**src/rtl/pong_pkg.sv**
```systemverilog
// rtl/pong_pkg.sv - shared encodings and constants for the pong match sequencer
// Purpose: FSM state encoding, WINNER codes, score width and the ball centre
//          position shared with the game datapath.
// Ports:   none (package).
package pong_pkg;

    localparam int SCORE_W  = 4;
    localparam int CENTRE_X = 80;
    localparam int CENTRE_Y = 60;

    typedef logic [SCORE_W-1:0] score_t;

    typedef enum logic [2:0] {
        IDLE   = 3'd0,
        SERVE  = 3'd1,
        PLAY   = 3'd2,
        GOAL   = 3'd3,
        OVER   = 3'd4,
        PAUSED = 3'd5
    } pongState_t;

    typedef enum logic [1:0] {
        WIN_NONE   = 2'b00,
        WIN_PLAYER = 2'b01,
        WIN_COM    = 2'b10
    } winner_t;

endpackage

```
**src/rtl/pong_match_sequencer_if.sv**
```systemverilog
// rtl/pong_match_sequencer_if.sv - control/status bundle between game sequencer and its environment
// Purpose: groups the sequencer's frame/button/goal inputs and its game outputs.
// Ports:   FRAME_TICK, START, PAUSE, GOAL_LEFT, GOAL_RIGHT (to sequencer);
//          GAME_EN, BALL_RESET, SCORE_P, SCORE_C, STATE, WINNER (from sequencer).
//          master = environment side, slave = sequencer side.
interface pong_match_sequencer_if;
    import pong_pkg::*;

    logic       FRAME_TICK;
    logic       START;
    logic       PAUSE;
    logic       GOAL_LEFT;
    logic       GOAL_RIGHT;
    logic       GAME_EN;
    logic       BALL_RESET;
    score_t     SCORE_P;
    score_t     SCORE_C;
    logic [2:0] STATE;
    logic [1:0] WINNER;

    modport master (
        output FRAME_TICK, START, PAUSE, GOAL_LEFT, GOAL_RIGHT,
        input  GAME_EN, BALL_RESET, SCORE_P, SCORE_C, STATE, WINNER
    );

    modport slave (
        input  FRAME_TICK, START, PAUSE, GOAL_LEFT, GOAL_RIGHT,
        output GAME_EN, BALL_RESET, SCORE_P, SCORE_C, STATE, WINNER
    );

endinterface

```
**src/rtl/btn_edge.sv**
```systemverilog
// rtl/btn_edge.sv - registered rising-edge detector for a level button input
// Purpose: btnRise is high while btnIn is high and its previous registered sample was low.
// Ports:   GAME_CLK (clock), RST_N (async active-low reset), btnIn (level), btnRise (pulse).
module btn_edge (
    input  logic GAME_CLK,
    input  logic RST_N,
    input  logic btnIn,
    output logic btnRise
);

    logic btnPrev;

    always_ff @(posedge GAME_CLK or negedge RST_N) begin
        if (!RST_N) btnPrev <= 1'b0;
        else        btnPrev <= btnIn;
    end

    assign btnRise = btnIn & ~btnPrev;

endmodule

```
**src/rtl/pong_match_sequencer.sv**
```systemverilog
// rtl/pong_match_sequencer.sv - match-level FSM for pong: serve, play, scoring, game over
// Purpose: sequences IDLE/SERVE/PLAY/GOAL/OVER, divides FRAME_TICK into GAME_EN steps,
//          keeps scores and declares the winner. Optional pause: define PONG_PAUSE_EN.
// Ports:   GAME_CLK (clock), RST_N (async active-low reset), bus (pong_match_sequencer_if.slave).
module pong_match_sequencer
    import pong_pkg::*;
#(
    parameter int TICK_DIV     = 1,
    parameter int SERVE_FRAMES = 60,
    parameter int WIN_SCORE    = 9
) (
    input  logic                         GAME_CLK,
    input  logic                         RST_N,
    pong_match_sequencer_if.slave        bus
);

    localparam logic [7:0] SERVE_LAST = 8'(SERVE_FRAMES - 1);
    localparam logic [3:0] DIV_LAST   = 4'(TICK_DIV - 1);
    localparam score_t     WIN        = score_t'(WIN_SCORE);

    pongState_t state, stateNext;
    score_t     scoreP, scorePNext, scoreC, scoreCNext;
    winner_t    winner, winnerNext;
    logic [7:0] frameCnt, frameCntNext;
    logic [3:0] divCnt, divCntNext;
    logic       gameEn, gameEnNext;
    logic       startRise, pauseRise;

    btn_edge uStartEdge (.GAME_CLK(GAME_CLK), .RST_N(RST_N), .btnIn(bus.START), .btnRise(startRise));
    btn_edge uPauseEdge (.GAME_CLK(GAME_CLK), .RST_N(RST_N), .btnIn(bus.PAUSE), .btnRise(pauseRise));

`ifndef PONG_PAUSE_EN
    logic unusedPauseRise;
    assign unusedPauseRise = pauseRise;
`endif

    always_ff @(posedge GAME_CLK or negedge RST_N) begin
        if (!RST_N) begin
            state    <= IDLE;
            scoreP   <= '0;
            scoreC   <= '0;
            winner   <= WIN_NONE;
            frameCnt <= '0;
            divCnt   <= '0;
            gameEn   <= 1'b0;
        end else begin
            state    <= stateNext;
            scoreP   <= scorePNext;
            scoreC   <= scoreCNext;
            winner   <= winnerNext;
            frameCnt <= frameCntNext;
            divCnt   <= divCntNext;
            gameEn   <= gameEnNext;
        end
    end

    always_comb begin
        stateNext    = state;
        scorePNext   = scoreP;
        scoreCNext   = scoreC;
        winnerNext   = winner;
        frameCntNext = frameCnt;
        divCntNext   = divCnt;
        gameEnNext   = 1'b0;

        case (state)
            IDLE, OVER: begin
                if (startRise) begin
                    scorePNext   = '0;
                    scoreCNext   = '0;
                    winnerNext   = WIN_NONE;
                    frameCntNext = '0;
                    divCntNext   = '0;
                    stateNext    = SERVE;
                end
            end
            SERVE: begin
                if (bus.FRAME_TICK) begin
                    if (frameCnt == SERVE_LAST) begin
                        frameCntNext = '0;
                        stateNext    = PLAY;
                    end else begin
                        frameCntNext = frameCnt + 8'd1;
                    end
                end
            end
            PLAY: begin
                // A goal outranks both the divider step and a pause request; the
                // divider restarts so every rally begins with a full step period.
                if (bus.GOAL_LEFT || bus.GOAL_RIGHT) begin
                    if (bus.GOAL_LEFT) scoreCNext = scoreC + score_t'(1);
                    else               scorePNext = scoreP + score_t'(1);
                    divCntNext = '0;
                    stateNext  = GOAL;
`ifdef PONG_PAUSE_EN
                end else if (pauseRise) begin
                    // The tick in the pausing cycle is dropped so no GAME_EN lands in PAUSED.
                    stateNext = PAUSED;
`endif
                end else if (bus.FRAME_TICK) begin
                    if (divCnt == DIV_LAST) begin
                        divCntNext = '0;
                        gameEnNext = 1'b1;
                    end else begin
                        divCntNext = divCnt + 4'd1;
                    end
                end
            end
            GOAL: begin
                if (scoreP == WIN) begin
                    winnerNext = WIN_PLAYER;
                    stateNext  = OVER;
                end else if (scoreC == WIN) begin
                    winnerNext = WIN_COM;
                    stateNext  = OVER;
                end else begin
                    stateNext = SERVE;
                end
            end
`ifdef PONG_PAUSE_EN
            PAUSED: begin
                if (pauseRise) stateNext = PLAY;
            end
`endif
            default: stateNext = IDLE;
        endcase
    end

    assign bus.GAME_EN    = gameEn;
`ifdef PONG_PAUSE_EN
    assign bus.BALL_RESET = (state != PLAY) && (state != PAUSED);
`else
    assign bus.BALL_RESET = (state != PLAY);
`endif
    assign bus.SCORE_P    = scoreP;
    assign bus.SCORE_C    = scoreC;
    assign bus.STATE      = state;
    assign bus.WINNER     = winner;

endmodule

```
**src/flat_wrapper.sv**
```systemverilog
// flat-port wrapper written by rule: the top's interface ports become plain ports
module pong_match_sequencer_flat import pong_pkg::*;
#(
    parameter int TICK_DIV     = 1,
    parameter int SERVE_FRAMES = 60,
    parameter int WIN_SCORE    = 9
)
  (GAME_CLK, RST_N, bus_FRAME_TICK, bus_START, bus_PAUSE, bus_GOAL_LEFT, bus_GOAL_RIGHT, bus_GAME_EN, bus_BALL_RESET, bus_SCORE_P, bus_SCORE_C, bus_STATE, bus_WINNER);
  pong_match_sequencer_if bus_i ();
  input  logic GAME_CLK;
  input  logic RST_N;
  input wire logic [$bits(bus_i.FRAME_TICK)-1:0] bus_FRAME_TICK;
  input wire logic [$bits(bus_i.START)-1:0] bus_START;
  input wire logic [$bits(bus_i.PAUSE)-1:0] bus_PAUSE;
  input wire logic [$bits(bus_i.GOAL_LEFT)-1:0] bus_GOAL_LEFT;
  input wire logic [$bits(bus_i.GOAL_RIGHT)-1:0] bus_GOAL_RIGHT;
  output wire logic [$bits(bus_i.GAME_EN)-1:0] bus_GAME_EN;
  output wire logic [$bits(bus_i.BALL_RESET)-1:0] bus_BALL_RESET;
  output wire logic [$bits(bus_i.SCORE_P)-1:0] bus_SCORE_P;
  output wire logic [$bits(bus_i.SCORE_C)-1:0] bus_SCORE_C;
  output wire logic [$bits(bus_i.STATE)-1:0] bus_STATE;
  output wire logic [$bits(bus_i.WINNER)-1:0] bus_WINNER;
  assign bus_i.FRAME_TICK = bus_FRAME_TICK;
  assign bus_i.START = bus_START;
  assign bus_i.PAUSE = bus_PAUSE;
  assign bus_i.GOAL_LEFT = bus_GOAL_LEFT;
  assign bus_i.GOAL_RIGHT = bus_GOAL_RIGHT;
  assign bus_GAME_EN = bus_i.GAME_EN;
  assign bus_BALL_RESET = bus_i.BALL_RESET;
  assign bus_SCORE_P = bus_i.SCORE_P;
  assign bus_SCORE_C = bus_i.SCORE_C;
  assign bus_STATE = bus_i.STATE;
  assign bus_WINNER = bus_i.WINNER;
  pong_match_sequencer #(.TICK_DIV(TICK_DIV), .SERVE_FRAMES(SERVE_FRAMES), .WIN_SCORE(WIN_SCORE)) u_core (.GAME_CLK(GAME_CLK), .RST_N(RST_N), .bus(bus_i));
endmodule
```
**config.mk**
```make
export PLATFORM = sky130hd
export DESIGN_NAME = pong_match_sequencer_flat
export DESIGN_NICKNAME = d
export VERILOG_FILES = /design/src/rtl/pong_pkg.sv /design/src/rtl/pong_match_sequencer_if.sv /design/src/rtl/btn_edge.sv /design/src/rtl/pong_match_sequencer.sv /design/src/flat_wrapper.sv
export SDC_FILE = /design/constraint.sdc
export NUM_CORES = 1
export LEC_CHECK = 0
export ABC_AREA = 1
export CAP_MARGIN = 5
export CORE_MARGIN = 4
export CORE_UTILIZATION = 55
export DETAILED_ROUTE_END_ITERATION = 16
export DONT_BUFFER_PORTS = 1
export GPL_TIMING_DRIVEN = 0
export PLACE_DENSITY = 0.76
export SLEW_MARGIN = 0
export SYNTH_ARGS = -nofsm -noshare
export SYNTH_HDL_FRONTEND = slang
export SYNTH_HIERARCHICAL = 1
export SYNTH_SLANG_ARGS = --single-unit
export TNS_END_PERCENT = 30
```
**constraint.sdc**
```tcl
create_clock -name GAME_CLK -period 1.9 [get_ports GAME_CLK]
set_input_delay 0.285 -clock GAME_CLK [delete_from_list [all_inputs] [get_ports GAME_CLK]]
set_output_delay 0.285 -clock GAME_CLK [all_outputs]
set_load 0.03 [all_outputs]
```
==> impl_metrics.json <==
{
  "layout_common_cells": "60 x nand2_1, 27 x dfrtp_1, 26 x inv_1",
  "grt_pass1_wl_um": 5330,
  "cts_hold_buf": 3,
  "drive_above_1_share_pct": 8.48,
  "first_pass_iters": 4,
  "synthCells": 217,
  "r2r_cells": 8,
  "n_antenna_cell": 0,
  "worstSetupPathType": "reg -> out",
  "portBuffers": 0,
  "fmax_mhz": 568,
  "cts_sinks": 27,
  "synth.area.mux_share_pct": 0,
  "layout_commonest_cell": "nand2_1",
  "hpwl_um": 2270,
  "tightestPinTransition_ps": 534,
  "cts_tree": "done",
  "drc": 0,
  "fin_skew_ps": 3.04,
  "finalNetCount": 239,
  "syn_area_um2": 1640,
  "ys_ff_latch": 27,
  "synth-simple-area-share_pct": 34.0,
  "powerDensity_nw_per_um2": 1080,
  "busiest_layer": "met2",
  "timing.rr.start": "u_core/bus.STATE[2]",
  "grtUsageMet1_pct": 21.3,
  "stdcell_count": 255,
  "grt_overflow": 0,
  "hold_violations": 0,
  "dpl.cell_count": 248,
  "p_leak_nw": 0.874,
  "hp-class": "in -> reg",
  "setup_viol": 0,
  "rsz0062_at_grt": "false",
  "crit_path_start": "u_core/bus.STATE[0]",
  "gr-usage-met2_pct": 27.8,
  "antenna_found_initial": 0,
  "final_max_slew_viol_count": 0,
  "via_per_inst": 5.33,
  "holdCritStartpoint": "bus_FRAME_TICK",
  "wl_per_cell_um": 12.0,
  "routabilityCongestion": 0.813,
  "met3_usage_pct": 3.60,
  "status": "finished, final reports clean",
  "track_usage_pct": 16.7,
  "avgSynthCellArea_um2": 7.54,
  "first_global_vias": 1234,
  "clk_pin_slew_ps": 150,
  "die_w_um": 62.5,
  "fin_crit_ps": 1760,
  "crit_path_max_fanout": 10,
  "drtAntennaViolNets": 0,
  "grt_max_degree": 28,
  "syn2layout_area_growth_pct": 6.50,
  "power_w": 0.00187,
  "critPathCaptureType": "output pin",
  "first_iter_violations": 68,
  "clk_latency_ps": 320,
  "ys_warn_count": 6,
  "ys_seq_area_share_pct": 41.3,
  "postCtsResizedCells": 0,
  "synth_xor_area_share_pct": 4.28,
  "io_pins": 22,
  "cts.path.max_buffers": 2,
  "hold_slack_ps": 93.8,
  "cts_setup_buffers": 0,
  "fp-row-count": 19,
  "max_cap_viol_count": 0,
  "synthAdderAreaFrac_pct": 5.36,
  "htree_levels": 1,
  "core_area_um2": 2810,
  "numCtsBuffers": 3,
  "die-area_um2": 3910,
  "cts_root_buffer": "clkbuf_4",
  "hold_depth": 2,
  "die_y_um": 62.5,
  "ir_worst_vdd_uv": 619,
  "cp.arrival_ps": 1480,
  "synth_compound_area_share_pct": 6.81,
  "slew_headroom_pct": 64.4,
  "tns_ps": 0,
  "fin_crit_sh_pct": 92.7,
  "critPathRequiredTime_ps": 1620,
  "syn-num-nets": 231,
  "start_util_pct": 58.3,
  "critPathLaunchType": "flip-flop",
  "synthDistinctLibCells": 26,
  "totalWireLength_um": 3060,
  "via_count": 1360,
  "synth_top_family_by_area": "simple AND/OR/NAND/NOR gates"
}
final cells by class:
type / instances / area [um^2]
Clock inverter: 1 / 5.00
Tap cell: 31 / 38.8
Sequential cell: 27 / 676
Clock buffer: 3 / 22.5
Multi-Input combinational cell: 160 / 826
Buffer: 3 / 32.5
Fill cell: 259 / 1060
Timing Repair Buffer: 3 / 40.0
Inverter: 27 / 101
worst paths after layout:
path / endpoint / slack (ps)
setup reg to reg: u_core/bus.SCORE_C[2] / 230
min in group asynchronous: u_core/frameCnt[3] / 370
hold / removal: u_core/frameCnt[1] / 90
max in group asynchronous: u_core/bus.SCORE_C[1] / 1380
setup / recovery: bus_BALL_RESET / 140
hold reg to reg: u_core/frameCnt[1] / 570
layer usage:
layer	up-vias	routed length [um]
met5	-	0
li1	711	-
met1	623	1500
met3	2	137
met4	0	21
met2	24	1410
flip-flops by register name, indices dropped and copies added (netlist names):
signal                     cells
u_core/frameCnt                8
u_core/bus.SCORE_C             4
u_core/bus.WINNER              2
u_core/bus.GAME_EN             1
u_core/bus.STATE               3
u_core/uStartEdge/btnPrev      1
u_core/bus.SCORE_P             4
u_core/divCnt                  4
cell families (layout without fill, tap and decap cells):
group           after synthesis  in the layout
compound gates               21             21
xor+xnor                      8              8
fa+ha+maj                     7              7
buf+inv                      30             37
flops                        27             27
simple gates                124            124
synthesized netlist by cell type:
master	n	area, um^2
nor2_1	23	86.3
o31ai_1	1	7.51
a21oi_1	5	25.0
clkbuf_8	1	13.8
nand2_2	2	12.5
o21ai_0	4	20.0
nand3_4	1	17.5
nor3_2	1	10.0
buf_6	1	11.3
xnor2_1	1	8.76
ha_1	7	87.6
or2_1	2	12.5
buf_4	1	7.51
nand2_1	60	225
nand3_1	25	125
dfrtp_1	27	676
o21ai_1	10	50.1
nor2_2	4	25.0
inv_2	1	3.75
xor2_1	7	61.3
nor3_1	1	5.00
o21ai_2	1	8.76
nor2_4	1	11.3
nand4_1	3	18.8
inv_1	26	97.6
nand3b_1	1	7.51
per-stage QoR:
stage                     setup WS, ps  area, um^2  utilization, %
after global placement             288        1670            59.7
after detailed placement           261        1670            59.7
after floorplan                    458        1640               -
final                              138        1740            62.1
after CTS                          122        1740            62.1
after global routing              27.7        1740            62.1
worst max-delay path: stages (launching register included):
cell      delay [ps]
dfrtp_1          670
inv_2            130
nand3_4          140
clkbuf_8         210
power by group:
group / total [W] / switching (W) / internal (W) / leakage (nW)
sequential: 0.000886 / 0.000234 / 0.000652 / 0.367
combinational: 0.000738 / 0.000482 / 0.000256 / 0.490
clock: 0.000248 / 0.000169 / 0.0000789 / 0.0177
Power figures use the tool's default switching activity.
